===== config.mk =====
export PLATFORM = sky130hd
export DESIGN_NAME = shift_arbiter_flat
export DESIGN_NICKNAME = d
export VERILOG_FILES = /design/src/rtl/shift_arbiter_if.sv /design/src/rtl/shift_arbiter.sv /design/src/flat_wrapper.sv
export SDC_FILE = /design/constraint.sdc
export NUM_CORES = 1
export LEC_CHECK = 0
export BUFFER_PORTS_ARGS = -buffer_cell sky130_fd_sc_hd__buf_4
export CAP_MARGIN = 20
export CORE_MARGIN = 5
export CORE_UTILIZATION = 50
export CTS_BUF_LIST = sky130_fd_sc_hd__clkbuf_16
export CTS_CLUSTER_DIAMETER = 40
export CTS_CLUSTER_SIZE = 30
export DETAILED_ROUTE_END_ITERATION = 8
export GPL_TIMING_DRIVEN = 1
export PLACE_DENSITY = 0.81
export REMOVE_ABC_BUFFERS = 1
export SYNTH_ARGS = -nofsm -noshare
export SYNTH_HDL_FRONTEND = slang
export SYNTH_SLANG_ARGS = --single-unit

===== constraint.sdc =====
create_clock -name clk -period 3.6 [get_ports clk]
set_clock_uncertainty 0.15 [all_clocks]
set_input_delay 0.36 -clock clk [delete_from_list [all_inputs] [get_ports clk]]
set_output_delay 0.36 -clock clk [all_outputs]
set_load 0.01 [all_outputs]

===== src/rtl/shift_arbiter_if.sv =====
//==============================================================================
// Module      : shift_arbiter_if
// Description : Request ports A/B and result port of the shared shift unit.
//               master = requesters and result consumer, slave = arbiter.
// Revision    : 1.0 - initial release
//==============================================================================
`default_nettype none

interface shift_arbiter_if #(
  parameter int N = 32
);
  logic                 a_valid;
  logic                 a_ready;
  logic [N-1:0]         a_data;
  logic [$clog2(N)-1:0] a_shamt;
  logic [1:0]           a_op;

  logic                 b_valid;
  logic                 b_ready;
  logic [N-1:0]         b_data;
  logic [$clog2(N)-1:0] b_shamt;
  logic [1:0]           b_op;

  logic                 out_valid;
  logic                 out_ready;
  logic [N-1:0]         out_data;
  logic                 out_id;

  modport master (
    output a_valid, a_data, a_shamt, a_op,
    input  a_ready,
    output b_valid, b_data, b_shamt, b_op,
    input  b_ready,
    input  out_valid, out_data, out_id,
    output out_ready
  );

  modport slave (
    input  a_valid, a_data, a_shamt, a_op,
    output a_ready,
    input  b_valid, b_data, b_shamt, b_op,
    output b_ready,
    output out_valid, out_data, out_id,
    input  out_ready
  );
endinterface

`default_nettype wire


===== src/rtl/shift_arbiter.sv =====
//==============================================================================
// Module      : shift_arbiter
// Description : Round-robin arbiter sharing one 32-bit shifter (SLL/SRL/SRA)
//               between requesters A and B, with a single-entry tagged
//               result register and a consumed-result counter.
//               Optional macro SHIFT_ARBITER_ROTATE_EN: op 11 = rotate right
//               (otherwise op 11 passes the operand through).
// Revision    : 1.0 - initial release
//==============================================================================
`default_nettype none

module shift_arbiter #(
  parameter int N     = 32,
  parameter int CNT_W = 16
) (
  input  wire logic             clk,
  input  wire logic             rst_n,
  shift_arbiter_if.slave        bus,
  output logic [CNT_W-1:0]      ops_done
);

  localparam int c_SW = $clog2(N);

  typedef enum logic [0:0] {
    S_EMPTY = 1'b0,
    S_FULL  = 1'b1
  } state_t;

  state_t             r_state;
  logic               r_out_valid;
  logic [N-1:0]       r_out_data;
  logic               r_out_id;
  logic               r_last_grant;   // 0 = A, 1 = B
  logic [CNT_W-1:0]   r_ops_done;

  logic               w_can_accept;
  logic               w_grant_a;
  logic               w_grant_b;
  logic               w_accept;
  logic [N-1:0]       w_opnd;
  logic [c_SW-1:0]    w_shamt;
  logic [1:0]         w_op;
  logic [N-1:0]       w_result;

  // Readiness is forced low while reset is held so no request is taken then.
  assign w_can_accept = rst_n & ((r_state == S_EMPTY) | bus.out_ready);

  // B wins if it is alone, or on a tie when A was served last.
  assign w_grant_b = bus.b_valid & (~bus.a_valid | ~r_last_grant);
  assign w_grant_a = bus.a_valid & ~w_grant_b;
  assign w_accept  = w_can_accept & (bus.a_valid | bus.b_valid);

  assign bus.a_ready = w_can_accept & w_grant_a;
  assign bus.b_ready = w_can_accept & w_grant_b;

  assign w_opnd  = w_grant_b ? bus.b_data  : bus.a_data;
  assign w_shamt = w_grant_b ? bus.b_shamt : bus.a_shamt;
  assign w_op    = w_grant_b ? bus.b_op    : bus.a_op;

`ifdef SHIFT_ARBITER_ROTATE_EN
  localparam logic [c_SW:0] c_NW = (c_SW + 1)'(N);
  logic [c_SW:0] w_lsh;
  logic [N-1:0]  w_rot;
  // A left shift by N (shamt = 0) yields zero, so rotate by 0 is identity.
  assign w_lsh = c_NW - {1'b0, w_shamt};
  assign w_rot = (w_opnd >> w_shamt) | (w_opnd << w_lsh);
`endif

  // Shared shift datapath for the granted requester.
  always_comb begin
    w_result = w_opnd;
    case (w_op)
      2'b00:   w_result = w_opnd << w_shamt;
      2'b01:   w_result = w_opnd >> w_shamt;
      2'b10:   w_result = $unsigned($signed(w_opnd) >>> w_shamt);
`ifdef SHIFT_ARBITER_ROTATE_EN
      default: w_result = w_rot;
`else
      default: w_result = w_opnd;
`endif
    endcase
  end

  // Output FSM: result register, grant history and consumed-result counter.
  always_ff @(posedge clk or negedge rst_n) begin
    if (!rst_n) begin
      r_state      <= S_EMPTY;
      r_out_valid  <= 1'b0;
      r_out_data   <= '0;
      r_out_id     <= 1'b0;
      r_last_grant <= 1'b1;
      r_ops_done   <= '0;
    end else begin
      if ((r_state == S_FULL) && bus.out_ready) begin
        r_ops_done <= r_ops_done + 1'b1;
      end
      if (w_accept) begin
        r_out_data   <= w_result;
        r_out_id     <= w_grant_b;
        r_last_grant <= w_grant_b;
      end
      case (r_state)
        S_EMPTY: begin
          if (w_accept) begin
            r_state     <= S_FULL;
            r_out_valid <= 1'b1;
          end
        end
        S_FULL: begin
          if (bus.out_ready && !w_accept) begin
            r_state     <= S_EMPTY;
            r_out_valid <= 1'b0;
          end
        end
        default: begin
          r_state     <= S_EMPTY;
          r_out_valid <= 1'b0;
        end
      endcase
    end
  end

  assign bus.out_valid = r_out_valid;
  assign bus.out_data  = r_out_data;
  assign bus.out_id    = r_out_id;
  assign ops_done      = r_ops_done;

endmodule

`default_nettype wire

===== src/flat_wrapper.sv =====
// flat-port wrapper written by rule: the top's interface ports become plain ports
module shift_arbiter_flat 
#(
  parameter int N     = 32,
  parameter int CNT_W = 16
)
  (clk, rst_n, ops_done, bus_a_valid, bus_a_data, bus_a_shamt, bus_a_op, bus_a_ready, bus_b_valid, bus_b_data, bus_b_shamt, bus_b_op, bus_b_ready, bus_out_valid, bus_out_data, bus_out_id, bus_out_ready);
  shift_arbiter_if #(.N(N)) bus_i ();
  input  wire logic clk;
  input  wire logic rst_n;
  output logic [CNT_W-1:0] ops_done;
  input wire logic [$bits(bus_i.a_valid)-1:0] bus_a_valid;
  input wire logic [$bits(bus_i.a_data)-1:0] bus_a_data;
  input wire logic [$bits(bus_i.a_shamt)-1:0] bus_a_shamt;
  input wire logic [$bits(bus_i.a_op)-1:0] bus_a_op;
  output wire logic [$bits(bus_i.a_ready)-1:0] bus_a_ready;
  input wire logic [$bits(bus_i.b_valid)-1:0] bus_b_valid;
  input wire logic [$bits(bus_i.b_data)-1:0] bus_b_data;
  input wire logic [$bits(bus_i.b_shamt)-1:0] bus_b_shamt;
  input wire logic [$bits(bus_i.b_op)-1:0] bus_b_op;
  output wire logic [$bits(bus_i.b_ready)-1:0] bus_b_ready;
  output wire logic [$bits(bus_i.out_valid)-1:0] bus_out_valid;
  output wire logic [$bits(bus_i.out_data)-1:0] bus_out_data;
  output wire logic [$bits(bus_i.out_id)-1:0] bus_out_id;
  input wire logic [$bits(bus_i.out_ready)-1:0] bus_out_ready;
  assign bus_i.a_valid = bus_a_valid;
  assign bus_i.a_data = bus_a_data;
  assign bus_i.a_shamt = bus_a_shamt;
  assign bus_i.a_op = bus_a_op;
  assign bus_a_ready = bus_i.a_ready;
  assign bus_i.b_valid = bus_b_valid;
  assign bus_i.b_data = bus_b_data;
  assign bus_i.b_shamt = bus_b_shamt;
  assign bus_i.b_op = bus_b_op;
  assign bus_b_ready = bus_i.b_ready;
  assign bus_out_valid = bus_i.out_valid;
  assign bus_out_data = bus_i.out_data;
  assign bus_out_id = bus_i.out_id;
  assign bus_i.out_ready = bus_out_ready;
  shift_arbiter #(.N(N), .CNT_W(CNT_W)) u_core (.clk(clk), .rst_n(rst_n), .bus(bus_i), .ops_done(ops_done));
endmodule

# Yosys cells after proc, flatten, opt, wreduce, memory -nomap -nowiden
# Cells that the tools add are included.
word_totals:
  in_bits: 83
  regBits: 52
  output_inout_bits: 52
classes:
  reduce_logical: 5
  mux: 10
  n_addsub: 1
  eq_ne: 4
  bitwise: 13
  n_shift: 3
op_table:
  columns: ["operator", "count"]
  rows:
  - ["case mux 32 bit (3 select lines)", 1]
  - ["two-way mux 32 bit", 1]
  - ["<< shifter 32 x 5 -> 32 bit", 1]
  - [">> shifter 32 x 5 -> 32 bit", 1]
  - [">>> shifter 32 x 5 -> 32 bit", 1]
  - ["adder 16 x 1 -> 16 bit (second input constant)", 1]
  - ["AND 1 bit", 6]
  - ["two-way mux 5 bit", 1]
  - ["two-way mux 1 bit", 4]
  - ["inverter 1 bit", 4]
  - ["case mux 1 bit (2 select lines)", 2]
  - ["bitwise OR 1 bit", 3]
  - ["equality test 2 x 1 -> 1 bit (second input constant)", 1]
  - ["equality test 2 bit (second input constant)", 1]
  - ["logical AND 1 bit", 2]
  - ["zero test 2 bit", 1]
  - ["two-way mux 2 bit", 1]
  - ["!= test 2 x 1 -> 1 bit (second input constant)", 1]
  - ["!= test 2 bit (second input constant)", 1]
  - ["AND reduction 2 bit", 1]
  - ["zero test 1 bit", 1]

# Longest topological paths before layout
# Gate-level depths: netlist (run 1).
logic_depth:
  word_depth: 8
  mapped_depth: 12
  ltp_nobuf: 7

# Worst setup path before layout (run 1)
# OpenSTA, ideal clock, no wires.
synth_timing:
  path_type: "flip-flop to flip-flop"
  startpoint: "register u_core.r_last_grant"
  endpoint: "register u_core.r_out_data[17], in the netlist u_core.bus.out_data[17]"
  required_ns: 3.324
  path_stages_with_launch: 9
  arrival_time_ns: 2.387
  path_slack_ns: 0.937
  cell_sequence: "dfstp_2 a21bo_1 buf_6 mux2i_4 mux2_2 o21a_1 mux2_4 a221o_1 a311o_1"
synth_via:
  elab_chain_len: 6
  elab_cells_between_ends: 13
synth_lines:
  columns: ["item", "line_no", "text"]
  rows:
  - ["start, declared", "shift_arbiter.sv:33", "logic r_last_grant;"]
  - ["start signal, assigned", "shift_arbiter.sv:100", "r_last_grant <= w_grant_b;"]
  - ["inverter 1 bit *", "shift_arbiter.sv:49", "assign w_grant_b = bus.b_valid & (~bus.a_valid | ~r_last_grant);"]
  - ["bitwise OR 1 bit *", "shift_arbiter.sv:49", null]
  - ["AND 1 bit *", "shift_arbiter.sv:49", null]
  - ["two-way mux 32 bit, or another cell as far along", "shift_arbiter.sv:56", "assign w_opnd = w_grant_b ? bus.b_data : bus.a_data;"]
  - [">>> shifter 32 x 5 -> 32 bit, or another cell as far along", "shift_arbiter.sv:75", "2'b10: w_result = $unsigned($signed(w_opnd) >>> w_shamt);"]
  - ["case mux 32 bit (3 select lines) *", "shift_arbiter.sv:72", "case (w_op)"]
  - ["end signal, assigned", "shift_arbiter.sv:98", "r_out_data <= w_result;"]
  - ["end, declared", "shift_arbiter.sv:31", "logic [N-1:0] r_out_data;"]
# Every way passes the cells marked *; elsewhere a longest branch is shown, timed or not.
# A chain may end at the register's enable or synchronous reset.

# Worst setup path after layout (run 1)
layout_timing:
  startpoint: "register u_core.r_last_grant"
  endpoint: "register u_core.r_out_data[10], in the netlist u_core.bus.out_data[10]"
# Same word-level chain as after synthesis.

==> results.toml, run 1 <==
[synth]
synth_area_um2 = 9090
seq_area_frac_synth_pct = 14.3
muxShareOfSynthArea_pct = 36.0
synth_xor_area_share_pct = 1.64
synth-compound-area-share_pct = 23.4
syn_avg_cell_area_um2 = 8.05
synth_warnings = 0
synthFlopType = "dfrtp_1"
synthTopCellsByArea = "mux2i_1, dfrtp_1, mux2_2, nand2_1, a21oi_1"
syn_inst = 1129
synth_edf_count = 0
yosys.area_share.simple_pct = 17.5
synth_top_area_share_pct = 26.3
synthAdderAreaFrac_pct = 0.138
synth_cell_types = 81
synthArstFlopShare_pct = 100
synth_largest_area_cell = "mux2i_1"
synth_top_family_by_area = "multiplexers"
ys_seq_elements = 52

[die]
core-area_um2 = 17900
rows = 49
initial_core_util_pct = 50.8
die_h_um = 145
die_w_um = 145
die_area_um2 = 21000
io_pins = 135

[clocking]
numCtsBuffers = 5
clk_path_buf_depth = 2
clk_pin_slew_ns = 0.09
tritoncts = "built"
htreeDepth = 2
ctsResizeCount = 0
cts_sinks = 52
root_buffer = "clkbuf_16"
insertion_delay_ns = 0.32

[route]
via_per_inst = 7.13
wirelength_mm = 44.4
dr_total_vias = 10700
drt_iter0_markers = 1321
postRouteAntennaNets = 0
wire_per_inst_um = 29.5
dr.pass1.iters = 5
drc = 0

[worst_setup_path]
cp-start-kind = "register"
ff2ff_path_depth = 8
slowest_stage = "dfstp_2"
worstPathArrival_ns = 3.47
critPathMaxStageDelay_ns = 0.60
critPathKind = "register to register"
crit_buf_inv = 1
path_max_fanout = 16
cp_top_family = "compound AO/OA/AOI/OAI gates"
cp_num_cells = 8
worst_setup_path_end_kind = "register"
required_ns = 3.64
worstPathCellList = "a21bo_4 > a22o_2 > mux2i_1 > nand2_1 > a41o_1 > o32ai_1 > buf_4 > o21ai_0"

[layout]
areaGrowthSynthToFinish_pct = 19.5
drive_gt1_share_pct = 25.7
nets = 1356
final_common_cell = "mux2i_1"
num_antenna_cells = 0
final_area_um2 = 10900
fillers = 1669
final_cell_mix = "mux2i_1, buf_4, nand2_1, a21oi_1, nor2_1"

[global_routing]
grtUsageTotal_pct = 41.3
grt_pass1_vias = 10300
grt_pass1_wl_mm = 65.2
grt_overflow = 0
grt_antenna_before_repair = 0
grt_start_max_net_pins = 50

[worst_hold_path]
hold-path-cell-count = 4
hp-class = "input pin to register"

[place]
port_buffers = 134
dp_slack_ns = 0.308
globalplace.congestion = 1.08
place_hpwl_mm = 34.3
dpl-instance-area_um2 = 10700

[timing]
fin_ws_ns = 0.175
fin_hold_ws_ns = 0.175
worstMarginPinSlew_ns = 0.888
rsz0062_at_grt = "no"
setup_viol = 0
period_share_pct = 95.1
slew_headroom_pct = 40.6
fmax_mhz = 292
slew_violations = 0
period_needed_ns = 3.42
finalHoldViolCount = 0
tns_ns = 0

[run_status]
status = "completed"

[pwr]
p_per_area_nw_per_um2 = 361
total_power_uw = 3930
cellLeakagePower_uw = 0.00493
peakVddDrop_mv = 0.361

[flow_run]
maxCapViolCount = 0
## per-layer routing
metal	global-route usage, %	wire (um)	vias up
li1	-	-	4607
met1	54.1	17300	5173
met2	63.8	19500	766
met3	7.26	4530	160
met4	24.0	3000	0
met5	0	0	-
## registers in the layout (all words and copies together) (netlist names)
register,count
u_core.r_state,1
u_core.bus.out_data,32
u_core.bus.out_valid,1
u_core.ops_done,16
u_core.r_last_grant,1
u_core.bus.out_id,1
## kinds of logic (layout without fill, tap and decap cells)
group | Yosys count | in the layout
AOI/OAI and AO/OA | 303 | 303
xor gates and xnor gates | 17 | 17
buffers and inverters | 108 | 252
muxes | 304 | 304
adders and majority gates | 1 | 1
and+or+nand+nor | 344 | 344
DFF | 52 | 52
## report_power, final
group / internal [uW] / switching [uW] / leakage (uW)
sequential: 724 / 132 / 0.000645
combinational: 1040 / 1460 / 0.00421
clock: 267 / 306 / 0.0000719
total: 2030 / 1900 / 0.00493
## timing repair
action	4_1_cts	5_1_grt
hold buffers	1	0
hold endpoints to repair	8	0
setup buffers	0	0
## worst register-to-register path: stages, from the launching register on
cell	delay (ns)
dfstp_2	0.60
a21bo_4	0.37
a22o_2	0.56
mux2i_1	0.49
nand2_1	0.10
a41o_1	0.33
o32ai_1	0.44
buf_4	0.19
o21ai_0	0.08
## layout make-up
cell class | count | area [um^2] | share of cell area [%]
clock buffer | 5 | 125 | 1.15
clock inverter | 3 | 27.5 | 0.253
inverter | 4 | 15.0 | 0.138
multi-input combinational | 969 | 7200 | 66.3
sequential | 52 | 1300 | 12.0
tap | 229 | 287 | 2.64
timing repair buffer | 240 | 1900 | 17.5
## cell usage after synthesis (10+ instances only)
cell	instances
o211ai_1	18
nor2b_1	11
o31ai_1	11
nand2_1	137
nor2_1	60
mux2_2	47
a211oi_1	25
a22oi_1	12
o22ai_1	21
o21ai_0	39
mux4_2	10
mux2i_1	239
a31oi_1	10
nand2b_1	10
nand3_1	39
nor3_1	40
buf_2	44
xnor2_1	13
clkbuf_1	16
a221oi_1	10
dfrtp_1	51
buf_6	10
buf_4	27
a21oi_1	61
## metrics by stage
step                std cells  utilization, %
global placement         1493            59.8
global route             1502            60.7
CTS                      1502            60.7
finish                   1502            60.7
detailed placement       1493            59.8
floorplan                1025               -
## worst paths after layout
path	startpoint	to	slack, ns
setup / recovery	u_core.r_last_grant	u_core.bus.out_data[10]	0.18
hold / removal	bus_out_ready	u_core.bus.out_valid	0.18
setup reg to reg	u_core.r_last_grant	u_core.bus.out_data[10]	0.18
hold reg to reg	u_core.ops_done[15]	u_core.ops_done[15]	0.33
max in group asynchronous	rst_n	u_core.bus.out_data[0]	2.14
min in group asynchronous	rst_n	u_core.bus.out_data[27]	0.28
No activity file was read; power rests on OpenSTA's default activity.
==> run 2, diff against run 1 <==
CORE_MARGIN = 2   (was 5)
==> results.toml, run 2 (synthesis gave the netlist of run 1 again) <==
[run_status]
status = "completed"

[clocking]
clk_pin_slew_ns = 0.09
ctsResizeCount = 0
cts_sinks = 52
clk_path_buf_depth = 2
numCtsBuffers = 5
insertion_delay_ns = 0.32
root_buffer = "clkbuf_16"
tritoncts = "built"
htreeDepth = 2

[layout]
instances_no_fill = 1485
final_common_cell = "mux2i_1"
final_cell_mix = "mux2i_1, buf_4, nand2_1, a21oi_1, nor2_1"
largest_reg_flops = 32
utilization_pct = 60.2
fillers = 1680
drive_gt1_share_pct = 24.6
seq_area_um2 = 1300
nets = 1338
areaGrowthSynthToFinish_pct = 18.5
multi_input_area_um2 = 7200

[route]
drt_iter0_markers = 1503
via_per_inst = 7.30
wirelength_mm = 45.2
dr_total_vias = 10800
dr.pass1.iters = 7
wire_per_inst_um = 30.5
drc = 0
postRouteAntennaNets = 0

[global_routing]
grt_pass1_vias = 10400
grtUsageTotal_pct = 45.8
grt_pass1_wl_mm = 67.6
grt_antenna_before_repair = 1
grt_start_max_net_pins = 50
grt_overflow = 0

[die]
initial_core_util_pct = 50.8
die_w_um = 139
core-area_um2 = 17900
rows = 49
die_h_um = 139
die_area_um2 = 19300
io_pins = 135

[timing]
worstMarginPinSlew_ns = 0.860
fmax_mhz = 293
tns_ns = 0
finalHoldViolCount = 0
period_needed_ns = 3.41
fin_ws_ns = 0.185
slew_violations = 0
rsz0062_at_grt = "no"
setup_viol = 0
period_share_pct = 94.9
slew_headroom_pct = 42.6

[place]
globalplace.congestion = 1.05
dp_slack_ns = 0.381
port_buffers = 134
dp_cells = 1475
place_hpwl_mm = 34.8

[worst_setup_path]
worst_setup_path_end_kind = "register"
worstPathArrival_ns = 3.45
cp-start-kind = "register"
path_max_fanout = 43
critPathKind = "register to register"
required_ns = 3.64

[flow_run]
maxCapViolCount = 0

[pwr]
cellLeakagePower_uw = 0.00486
peakVddDrop_mv = 0.285
p_per_area_nw_per_um2 = 364

[worst_hold_path]
hp-class = "input pin to register"
## run 2: cell types whose count changed in the layout (fill, tap and decap cells not counted), sizes merged
| cell | change |
|---|---|
| clkinv | -1 |
| inv | +2 |
| clkinvlp | -1 |
| diode | +1 |
| buf | -18 |
## run 2: layer usage
metal / global-route usage (%) / wire (um) / share of wire (%)
met3: 9.19 / 5090 / 11
met1: 59.1 / 17100 / 38
met4: 26.0 / 3270 / 7.2
met5: 0 / 0 / 0
met2: 71.6 / 19800 / 44
## run 2: timing repair
item                      CTS  global route
hold buffers                1             0
hold endpoints to repair    4             0
buffers inserted            0             0
## run 2: where the power goes
group | switching, uW | internal [uW] | total, uW
clock network | 295 | 270 | 565
logic | 1480 | 1020 | 2490
registers | 140 | 725 | 864
## run 2: layout make-up
cell class              instances  share of cell area [%]
multi-input cells             969                    66.9
repair buffers                222                    16.8
flip-flops and latches         52                    12.1
well taps                     229                    2.66
clock buffers                   5                    1.16
clock inverters                 3                   0.267
inverters                       4                   0.139
diodes                          1                  0.0232
## run 2: through the flow
step                total power [uW]  hold WS (ns)  cell area [um^2]
global placement                3260        0.0493             10600
detailed placement              3270        0.0500             10600
floorplan                       2130       -0.0856              8470
CTS                             3840         0.189             10800
finish                          3920         0.186             10800
global route                    4060         0.225             10800
## run 2: worst paths after layout
kind,slack (ns),from,depth (start not counted),end
worst max-delay path,0.19,u_core.r_last_grant,7,u_core.bus.out_data[4]
worst min-delay path,0.19,bus_out_ready,4,u_core.bus.out_valid
worst max register to register,0.19,u_core.r_last_grant,7,u_core.bus.out_data[4]
worst min register to register,0.32,u_core.ops_done[15],1,u_core.ops_done[15]
max in group asynchronous,2.06,rst_n,3,u_core.bus.out_data[23]
min in group asynchronous,0.28,rst_n,2,u_core.bus.out_data[24]
## run 2: worst max-delay path: stages, from the launching register on
cell and delay, ns:
dfstp_2 0.59, a21bo_4 0.35, buf_12 0.29, mux2i_1 0.20, mux2i_1 0.64, o21bai_1 0.18, o311ai_0 0.68, o21ai_1 0.15
==> run 3, diff against run 2 <==
clock period = 3.55 ns   (was 3.6 ns; I/O delays follow)
==> results.toml, run 3 (synthesis gave the netlist of run 1 again) <==
[route]
wirelength_mm = 45.1
dr.pass1.iters = 6
postRouteAntennaNets = 0
via_per_inst = 7.24
drc = 0
wire_per_inst_um = 30.2
drt_iter0_markers = 1516
dr_total_vias = 10800

[layout]
final_area_um2 = 10900
final_common_cell = "mux2i_1"
multi_input_area_um2 = 7210
areaGrowthSynthToFinish_pct = 19.4
nets = 1347
seq_area_um2 = 1300
drive_gt1_share_pct = 25.2
final_cell_mix = "mux2i_1, buf_4, nand2_1, a21oi_1, nor2_1"
largest_reg_flops = 32
fillers = 1665
num_antenna_cells = 0

[run_status]
status = "completed"

[worst_setup_path]
crit_buf_inv = 2
path_max_fanout = 46
critPathMaxStageDelay_ns = 0.62
worstPathArrival_ns = 3.53
cp_top_family = "compound AO/OA/AOI/OAI gates"
required_ns = 3.62
worst_setup_path_end_kind = "register"
critPathKind = "register to register"
worstPathCellList = "a21bo_4 > buf_12 > mux2_2 > buf_4 > nor2_1 > o221ai_1 > a211oi_1 > o211ai_1 > o221a_2"
slowest_stage = "mux2_2"
cp-start-kind = "register"

[timing]
slew_violations = 0
finalHoldViolCount = 0
period_needed_ns = 3.46
fin_ws_ns = 0.0886
worstMarginPinSlew_ns = 0.790
setup_viol = 0
period_share_pct = 97.5
fmax_mhz = 289
slew_headroom_pct = 47.3
rsz0062_at_grt = "no"

[pwr]
swShare_pct = 48.7
p_int_uw = 2050
p_clk_share_pct = 14.4
cellLeakagePower_uw = 0.00491
p_comb_share_pct = 63.7
total_power_uw = 4000
p_switching_uw = 1950
seqPwrFrac_pct = 21.9
peakVddDrop_mv = 0.281
p_per_area_nw_per_um2 = 369

[global_routing]
grt_start_max_net_pins = 52
grtUsageTotal_pct = 45.6
grt_pass1_wl_mm = 67.4
grt_overflow = 0
grt_antenna_before_repair = 2
grt_pass1_vias = 10500

[die]
die_w_um = 139
die_h_um = 139
core-area_um2 = 17900
initial_core_util_pct = 50.8
rows = 49
die_area_um2 = 19300
io_pins = 135

[clocking]
tritoncts = "built"
insertion_delay_ns = 0.32
root_buffer = "clkbuf_16"
cts_sinks = 52
htreeDepth = 2
clk_path_buf_depth = 2
clk_pin_slew_ns = 0.08
numCtsBuffers = 5

[place]
globalplace.congestion = 1.09
dpl-instance-area_um2 = 10700
place_hpwl_mm = 34.7
dp_slack_ns = 0.148
port_buffers = 134

[flow_run]
maxCapViolCount = 0

[worst_hold_path]
hp-class = "input pin to register"
## run 3: worst paths after layout
check	endpoint	slack (ns)	cells after the start	from
max in group asynchronous	u_core.bus.out_data[24]	2.06	3	rst_n
min reg2reg	u_core.ops_done[15]	0.32	1	u_core.ops_done[15]
max reg2reg	u_core.bus.out_data[27]	0.09	9	u_core.r_last_grant
min in group asynchronous	u_core.r_last_grant	0.40	2	rst_n
max	u_core.bus.out_data[27]	0.09	9	u_core.r_last_grant
min	u_core.bus.out_valid	0.18	4	bus_out_ready
## run 3: worst register-to-register path, delay by kind of cell (launching register included)
| family | cells | cell delay [ns] |
|---|---|---|
| compound gates | 5 | 1.11 |
| flops | 1 | 0.60 |
| simple gates | 1 | 0.25 |
| mux | 1 | 0.66 |
| buf+inv | 2 | 0.59 |
## run 3: stage by stage
stage          util [%]  cells  hold slack [ns]  setup TNS, ns
6_report           60.6   1493            0.180              0
5_1_grt            60.6   1493            0.203              0
4_1_cts            60.5   1491            0.181              0
3_5_place_dp       59.6   1482            0.184              0
3_3_place_gp       59.6   1482            0.182              0
2_1_floorplan         -   1025          -0.0906        -139.62
## run 3: layout make-up
class	count	share of cell area (%)
repair buffers	231	17.4
well taps	229	2.64
inverters	4	0.138
flip-flops and latches	52	12.0
clock buffers	5	1.15
multi-input cells	969	66.4
clock inverters	3	0.265
## run 3: what timing repair did
| action | 4_1_cts | 5_1_grt |
|---|---|---|
| buffers inserted | 0 | 2 |
| endpoints found under the setup margin | 0 | 4 |
| gates resized for setup | 0 | 2 |
| hold endpoints to repair | 1 | 0 |
| hold buffers | 1 | 0 |
## run 3: power by group through the flow
stage          Sequential (uW)  Clock (uW)  Combinational, uW
2_1_floorplan              905           0               1260
3_3_place_gp               877           0               2450
3_5_place_dp               875           0               2450
4_1_cts                    868         567               2460
5_1_grt                    888         586               2660
6_report                   875         578               2550
## run 3: routing by layer
metal | vias to the layer above | routed length (um) | track usage, % | share of wire [%]
met3 | 219 | 4870 | 10.8 | 11
met4 | 2 | 3440 | 27.2 | 7.6
met2 | 810 | 19700 | 70.7 | 44
met1 | 5169 | 17100 | 57.8 | 38
met5 | - | 13 | 0 | 0.029
li1 | 4604 | - | - | -
